$ cat config.mk
export PLATFORM = sky130hd
export DESIGN_NAME = control_sequencer
export DESIGN_NICKNAME = d
export VERILOG_FILES = /design/src/rtl/control_sequencer_pkg.sv /design/src/rtl/control_sequencer_tstate_counter.sv /design/src/rtl/control_sequencer.sv
export SDC_FILE = /design/constraint.sdc
export NUM_CORES = 1
export LEC_CHECK = 0
export ABC_AREA = 1
export BUFFER_PORTS_ARGS = -buffer_cell sky130_fd_sc_hd__buf_2
export CORE_MARGIN = 5
export CORE_UTILIZATION = 46
export CTS_CLUSTER_DIAMETER = 100
export CTS_CLUSTER_SIZE = 8
export DETAILED_ROUTE_END_ITERATION = 10
export GPL_TIMING_DRIVEN = 0
export MAX_ROUTING_LAYER = met4
export PLACE_DENSITY = 0.77
export SLEW_MARGIN = 0
export SYNTH_ARGS = -nofsm -noshare
export SYNTH_HDL_FRONTEND = slang
export SYNTH_SLANG_ARGS = --single-unit
export TNS_END_PERCENT = 1
$ cat constraint.sdc
create_clock -name CLK -period 1.51 [get_ports CLK]
set_input_delay 0.151 -clock CLK [delete_from_list [all_inputs] [get_ports CLK]]
set_output_delay 0.151 -clock CLK [all_outputs]
set_load 0.02 [all_outputs]
$ cat src/rtl/control_sequencer_pkg.sv
`default_nettype none
// ============================================================================
// Module      : control_sequencer_pkg
// Description : Shared definitions for the bus-computer microsequencer:
//               opcode values, sequencer state encoding, T-state numbering
//               and control-word bit positions. Imported by the sequencer,
//               the datapath and the bench so every party decodes alike.
// Revision    : 1.0 - initial release
// ============================================================================
package control_sequencer_pkg;

    // Opcodes (IR[7:4])
    localparam logic [3:0] c_op_lda = 4'b0000;
    localparam logic [3:0] c_op_add = 4'b0001;
    localparam logic [3:0] c_op_sub = 4'b0010;
    localparam logic [3:0] c_op_sta = 4'b0011;
    localparam logic [3:0] c_op_jmp = 4'b0100;
    localparam logic [3:0] c_op_jz  = 4'b0101;
    localparam logic [3:0] c_op_jc  = 4'b0110;
    localparam logic [3:0] c_op_out = 4'b1110;
    localparam logic [3:0] c_op_hlt = 4'b1111;

    // T-state numbering as seen on the tstate output; 0 means "not executing"
    localparam logic [2:0] c_t_none = 3'd0;
    localparam logic [2:0] c_t1     = 3'd1;
    localparam logic [2:0] c_t2     = 3'd2;
    localparam logic [2:0] c_t3     = 3'd3;
    localparam logic [2:0] c_t4     = 3'd4;
    localparam logic [2:0] c_t5     = 3'd5;

    // Sequencer mode; the T-state itself lives in the ring counter
    typedef enum logic [1:0] {
        ST_IDLE  = 2'd0,
        ST_PAUSE = 2'd1,
        ST_EXEC  = 2'd2,
        ST_HALT  = 2'd3
    } seq_state_t;

    // Control-word bit positions
    localparam int c_cw_pc_en   = 0;
    localparam int c_cw_pc_oe   = 1;
    localparam int c_cw_pc_we   = 2;
    localparam int c_cw_mar_we  = 3;
    localparam int c_cw_ram_oe  = 4;
    localparam int c_cw_ram_we  = 5;
    localparam int c_cw_ir_we   = 6;
    localparam int c_cw_ir_oe   = 7;
    localparam int c_cw_a_we    = 8;
    localparam int c_cw_a_oe    = 9;
    localparam int c_cw_b_we    = 10;
    localparam int c_cw_alu_oe  = 11;
    localparam int c_cw_alu_sub = 12;
    localparam int c_cw_flag_we = 13;
    localparam int c_cw_out_we  = 14;
    localparam int c_cw_w       = 15;

    // Final T-state of each instruction. Never below T3, so a meaningless
    // opcode during fetch (T1/T2) can never end the instruction early.
    function automatic logic [2:0] last_tstate(input logic [3:0] opcode);
        logic [2:0] v_last;
        case (opcode)
            c_op_lda, c_op_sta: v_last = c_t4;
            c_op_add, c_op_sub: v_last = c_t5;
            default:            v_last = c_t3;
        endcase
        return v_last;
    endfunction

endpackage
`default_nettype wire

$ cat src/rtl/control_sequencer_tstate_counter.sv
`default_nettype none
// ============================================================================
// Module      : tstate_counter
// Description : Ring counter T1..T(NUM_T). Synchronous clear loads T1,
//               advance steps to the next T-state (wrapping after the last),
//               otherwise the count holds.
// Ports       : CLK      - clock
//               RESET_N  - asynchronous active-low reset (count -> T1)
//               i_clr    - load T1 on next edge (priority over i_adv)
//               i_adv    - step to next T-state on next edge
//               o_tcount - current T-state, 1..NUM_T
// Revision    : 1.0 - initial release
// ============================================================================
module tstate_counter #(
    parameter int NUM_T = 5
) (
    input  logic       CLK,
    input  logic       RESET_N,
    input  logic       i_clr,
    input  logic       i_adv,
    output logic [2:0] o_tcount
);

    localparam logic [2:0] c_first = 3'd1;
    localparam logic [2:0] c_last  = 3'(NUM_T);

    logic [2:0] r_count;

    always_ff @(posedge CLK or negedge RESET_N) begin
        if (!RESET_N) begin
            r_count <= c_first;
        end else if (i_clr) begin
            r_count <= c_first;
        end else if (i_adv) begin
            r_count <= (r_count == c_last) ? c_first : r_count + 3'd1;
        end
    end

    assign o_tcount = r_count;

endmodule
`default_nettype wire

$ cat src/rtl/control_sequencer.sv
`default_nettype none
// ============================================================================
// Module      : control_sequencer
// Description : Microsequencer for the 4-bit-address bus computer. Steps each
//               instruction through T1..T5 and decodes the control word from
//               (state, T-state, opcode, flags). Owns every bus output-enable.
// Ports       : CLK, RESET_N          - clock, async active-low reset
//               start, run            - leave IDLE / continue past boundary
//               ir_opcode             - IR[7:4], meaningful from T3
//               zero_flag, carry_flag - registered ALU flags, used in T3
//               pc_*, mar_we, ram_*, ir_*, a_*, b_we, alu_*, flag_we, out_we
//                                     - datapath control word
//               halted                - high in HALT
//               tstate                - 1..5 while executing, else 0
// Revision    : 1.0 - initial release
// ============================================================================
module control_sequencer
    import control_sequencer_pkg::*;
#(
    parameter int OPC_W = 4,
    parameter int NUM_T = 5
) (
    input  logic             CLK,
    input  logic             RESET_N,
    input  logic             start,
    input  logic             run,
    input  logic [OPC_W-1:0] ir_opcode,
    input  logic             zero_flag,
    input  logic             carry_flag,
    output logic             pc_en,
    output logic             pc_oe,
    output logic             pc_we,
    output logic             mar_we,
    output logic             ram_oe,
    output logic             ram_we,
    output logic             ir_we,
    output logic             ir_oe,
    output logic             a_we,
    output logic             a_oe,
    output logic             b_we,
    output logic             alu_oe,
    output logic             alu_sub,
    output logic             flag_we,
    output logic             out_we,
    output logic             halted,
    output logic [2:0]       tstate
);

    seq_state_t          r_state;
    seq_state_t          w_state_nxt;
    logic [2:0]          w_tcount;
    logic                w_cnt_clr;
    logic                w_cnt_adv;
    logic                w_exec;
    logic                w_last;
    logic [c_cw_w-1:0]   w_cw;

    tstate_counter #(
        .NUM_T    (NUM_T)
    ) u_tstate_counter (
        .CLK      (CLK),
        .RESET_N  (RESET_N),
        .i_clr    (w_cnt_clr),
        .i_adv    (w_cnt_adv),
        .o_tcount (w_tcount)
    );

    assign w_exec = (r_state == ST_EXEC);
    assign w_last = w_exec && (w_tcount == last_tstate(ir_opcode));

    always_ff @(posedge CLK or negedge RESET_N) begin
        if (!RESET_N) begin
            r_state <= ST_IDLE;
        end else begin
            r_state <= w_state_nxt;
        end
    end

    // Next state and counter control. Every entry into execution restarts
    // the ring at T1; while paused the counter simply holds.
    always_comb begin
        w_state_nxt = r_state;
        w_cnt_clr   = 1'b0;
        w_cnt_adv   = 1'b0;
        case (r_state)
            ST_IDLE: begin
                if (start) begin
                    w_state_nxt = ST_EXEC;
                    w_cnt_clr   = 1'b1;
                end
            end
            ST_PAUSE: begin
                if (run) begin
                    w_state_nxt = ST_EXEC;
                    w_cnt_clr   = 1'b1;
                end
            end
            ST_EXEC: begin
                if (w_last) begin
                    if (ir_opcode == c_op_hlt) begin
                        w_state_nxt = ST_HALT;
                    end else if (run) begin
                        w_cnt_clr   = 1'b1;
                    end else begin
                        w_state_nxt = ST_PAUSE;
                    end
                end else begin
                    w_cnt_adv = 1'b1;
                end
            end
            ST_HALT: begin
                w_state_nxt = ST_HALT;
            end
            default: begin
                w_state_nxt = ST_IDLE;
            end
        endcase
    end

    // Control-word decode. Only one bus driver is ever selected per T-state.
    always_comb begin
        w_cw = '0;
        if (w_exec) begin
            case (w_tcount)
                c_t1: begin
                    w_cw[c_cw_pc_oe]  = 1'b1;
                    w_cw[c_cw_mar_we] = 1'b1;
                end
                c_t2: begin
                    w_cw[c_cw_ram_oe] = 1'b1;
                    w_cw[c_cw_ir_we]  = 1'b1;
                    w_cw[c_cw_pc_en]  = 1'b1;
                end
                c_t3: begin
                    case (ir_opcode)
                        c_op_lda, c_op_add, c_op_sub, c_op_sta: begin
                            w_cw[c_cw_ir_oe]  = 1'b1;
                            w_cw[c_cw_mar_we] = 1'b1;
                        end
                        c_op_jmp: begin
                            w_cw[c_cw_ir_oe] = 1'b1;
                            w_cw[c_cw_pc_we] = 1'b1;
                            w_cw[c_cw_pc_en] = 1'b1;
                        end
                        c_op_jz, c_op_jc: begin
                            if ((ir_opcode == c_op_jz) ? zero_flag : carry_flag) begin
                                w_cw[c_cw_ir_oe] = 1'b1;
                                w_cw[c_cw_pc_we] = 1'b1;
                                w_cw[c_cw_pc_en] = 1'b1;
                            end
                        end
                        c_op_out: begin
                            w_cw[c_cw_a_oe]   = 1'b1;
                            w_cw[c_cw_out_we] = 1'b1;
                        end
                        default: begin
                        end
                    endcase
                end
                c_t4: begin
                    case (ir_opcode)
                        c_op_lda: begin
                            w_cw[c_cw_ram_oe] = 1'b1;
                            w_cw[c_cw_a_we]   = 1'b1;
                        end
                        c_op_add, c_op_sub: begin
                            w_cw[c_cw_ram_oe] = 1'b1;
                            w_cw[c_cw_b_we]   = 1'b1;
                        end
                        c_op_sta: begin
                            w_cw[c_cw_a_oe]   = 1'b1;
                            w_cw[c_cw_ram_we] = 1'b1;
                        end
                        default: begin
                        end
                    endcase
                end
                c_t5: begin
                    if (ir_opcode == c_op_add || ir_opcode == c_op_sub) begin
                        w_cw[c_cw_alu_oe]  = 1'b1;
                        w_cw[c_cw_a_we]    = 1'b1;
                        w_cw[c_cw_flag_we] = 1'b1;
                        w_cw[c_cw_alu_sub] = (ir_opcode == c_op_sub);
                    end
                end
                default: begin
                end
            endcase
        end
    end

    assign pc_en   = w_cw[c_cw_pc_en];
    assign pc_oe   = w_cw[c_cw_pc_oe];
    assign pc_we   = w_cw[c_cw_pc_we];
    assign mar_we  = w_cw[c_cw_mar_we];
    assign ram_oe  = w_cw[c_cw_ram_oe];
    assign ram_we  = w_cw[c_cw_ram_we];
    assign ir_we   = w_cw[c_cw_ir_we];
    assign ir_oe   = w_cw[c_cw_ir_oe];
    assign a_we    = w_cw[c_cw_a_we];
    assign a_oe    = w_cw[c_cw_a_oe];
    assign b_we    = w_cw[c_cw_b_we];
    assign alu_oe  = w_cw[c_cw_alu_oe];
    assign alu_sub = w_cw[c_cw_alu_sub];
    assign flag_we = w_cw[c_cw_flag_we];
    assign out_we  = w_cw[c_cw_out_we];

    assign halted  = (r_state == ST_HALT);
    assign tstate  = w_exec ? w_tcount : c_t_none;

endmodule
`default_nettype wire

==> metrics.txt <==
vias in the first global route 740; net load switching power 0.9426 mW; Total Routing Usage GR 0.1559; n_diodes 0; IR drop worst, VDD 0.001133 V; Final Slew Violations 0; YS warnings 0; area of the multi-input gates 494.2 sq um; Placeable Area 0.001350 sq mm; WS Path Type register to output pin; worst r2r src u_tstate_counter.o_tcount[0]$_DFFE_PN1P_; Hold Slack 226.3 ps; leakage power 0.5641 nW; R2R setup slack 40 ps; # DRC 0; Layout Area Growth over Synthesis 42.65%; Hold Path Stages 4; CP max FO 3; TritonCTS Buffers 3; Synth Area per Inst 6.188 sq um; CTS tree yes; vias per inst 5.063; largest net degree at the start of global routing 11; Comb pwr share 0.748; utilization after layout 0.7192; FMAX 0.5673 GHz; dpl cell area 847.1 sq um; clock buffer depth 2; DRT Wirelength 1775 um; Final Cell Area 970.9 sq um; total power 1.726 mW; r2r endpoint u_tstate_counter.o_tcount[2]$_DFFE_PN0P_; Yosys cell types 28; sw frac 0.5461; RSZ-0062 raised after global routing yes; drt wl/cell 11.09 um; Fill cells 110; slew at the pin closest to its max-slew limit 249.5 ps; CP endpoint kind output pin; die area 0.002349 sq mm; DR iter-0 viols 23; GRT overflow 0; sequential fraction of the synthesis area 0.1857; die height 48.47 um; commonest non-fill, non-tap cell in the layout nand2_1; H-tree Lvls 1; via count 810; Initial Utilization 0.5042; synthesized area 680.7 sq um; initial antenna violation count 0; Final Hold Viols 0; final antenna-violating net count 0; Max Cap Violations 0; share of cells above drive strength 1 0.4690; CP Launch Type register; I/O pin count 29; GPL Wtd Cong 0.8773; drt first pass iters 4; Worst R2R Path Depth 7; Register Area 127.6 sq um; Critical Path RT 1360 ps; Place WS -87.99 ps; clk slew on worst S/H paths 50 ps; post-DP HPWL 1425 um; Yosys reg bits 5; final setup fails 11; first-pass GRT wire length 3049 um; outcome finished with violations; PD cells 1778 mW/mm^2; cell internal pwr 0.7835 mW; cell row count 13; Nets 157; Synth Instances 110; die width 48.47 um; port bufs 28; CP Data Arrival Time 1610 ps; Syn Nets 121; slew margin rel. 0.8329; clock power share 0.089; hold crit path type primary input to register; commonest non-fill, non-tap cells in the layout nand2_1 (21), inv_1 (15), buf_2 (15); crit path time final 1763 ps; Tcrit/Tclk final 1.167; Worst Hold Path EP r_state[0]$_DFFE_PN0P_; violated checks setup timing; Sequential Power Share 0.163; hold_sp start; Clock Skews 6.027 ps; Worst-Skew Late Latency 240 ps; root cell of the clock tree clkbuf_4; # clock sinks 5; Setup WS post-layout -252.7 ps
[power by group through the flow]
stage          registers [mW]  clock network [mW]  logic (mW)
2_1_floorplan           0.282                   0       0.847
3_5_place_dp            0.300                   0        1.08
5_1_grt                 0.288               0.175        1.43
3_3_place_gp            0.297                   0        1.07
6_report                0.281               0.153        1.29
4_1_cts                 0.277               0.160        1.19
[state kept, by name, summed over array words and instances (netlist names)]
name                       cells
r_state                        2
u_tstate_counter.o_tcount      3
[worst max-delay path, stage by stage, from the launching register on]
cell	delay, ps
dfstp_2	540
nand2_1	50
inv_1	50
ha_2	170
and3b_1	180
o211ai_1	130
o21ai_1	100
buf_4	150
[worst max path at each step]
stage | start | to | cells after the start
CTS | u_tstate_counter.o_tcount[0]$_DFFE_PN1P_ | a_oe | 7
global placement | u_tstate_counter.o_tcount[0]$_DFFE_PN1P_ | a_oe | 7
finish | u_tstate_counter.o_tcount[0]$_DFFE_PN1P_ | ir_oe | 7
floorplan | u_tstate_counter.o_tcount[0]$_DFFE_PN1P_ | a_oe | 6
detailed placement | u_tstate_counter.o_tcount[0]$_DFFE_PN1P_ | a_oe | 7
global route | u_tstate_counter.o_tcount[0]$_DFFE_PN1P_ | ir_oe | 7
[synthesized netlist by cell type (all sizes together)]
cell / number / area (sq um)
nand2: 29 / 141.4
inv: 23 / 86.33
nor2: 19 / 107.6
nand3: 13 / 70.07
dfrtp: 4 / 100.1
nor3: 4 / 20.02
o21ai: 4 / 27.53
a21oi: 2 / 13.76
o211ai: 2 / 15.01
a21boi: 1 / 7.510
and3b: 1 / 8.760
buf: 1 / 7.510
dfstp: 1 / 26.28
ha: 1 / 12.51
nand3b: 1 / 7.510
o22ai: 1 / 6.260
o31ai: 1 / 7.510
o41ai: 1 / 8.760
or2: 1 / 6.260
[cell families after synthesis]
logic type	after synthesis	share of synthesized area
buffers and inverters	24	0.1379
AO/OA/AOI/OAI	12	0.1268
AND/OR/NAND/NOR	68	0.5313
flip-flops	5	0.1857
adder cells (fa/ha/maj)	1	0.01838
[stage by stage]
step / TNS [ps] / instances
after floorplan: -170.0 / 110
after global placement: -212.8 / 153
after detailed placement: -156.2 / 153
after CTS: -2145 / 160
after global routing: -3061 / 160
final: -1674 / 160
[per-layer routing]
layer  global-route usage  share of wire  up-vias
met2               0.2630           0.50       32
met5                    -              0        -
met3              0.04893          0.077        2
met1               0.1845           0.41      358
met4              0.02242         0.0068        0
li1                     -              -      418
[final cells by class]
type	instances	share of cell area
multi-input combinational	81	0.5090
timing repair buffer	31	0.2113
sequential	5	0.1314
inverter	23	0.09407
clock buffer	4	0.02706
tap	15	0.01933
buffer	1	0.007732
[repair_timing]
item,in CTS,in global routing
setup endpoints to repair,15,19
endpoints found under the hold margin,5,0
gates resized for setup,14,16
buffers inserted,2,0
pin swaps,2,3
hold buffers,1,0
Power figures use the tool's default switching activity.
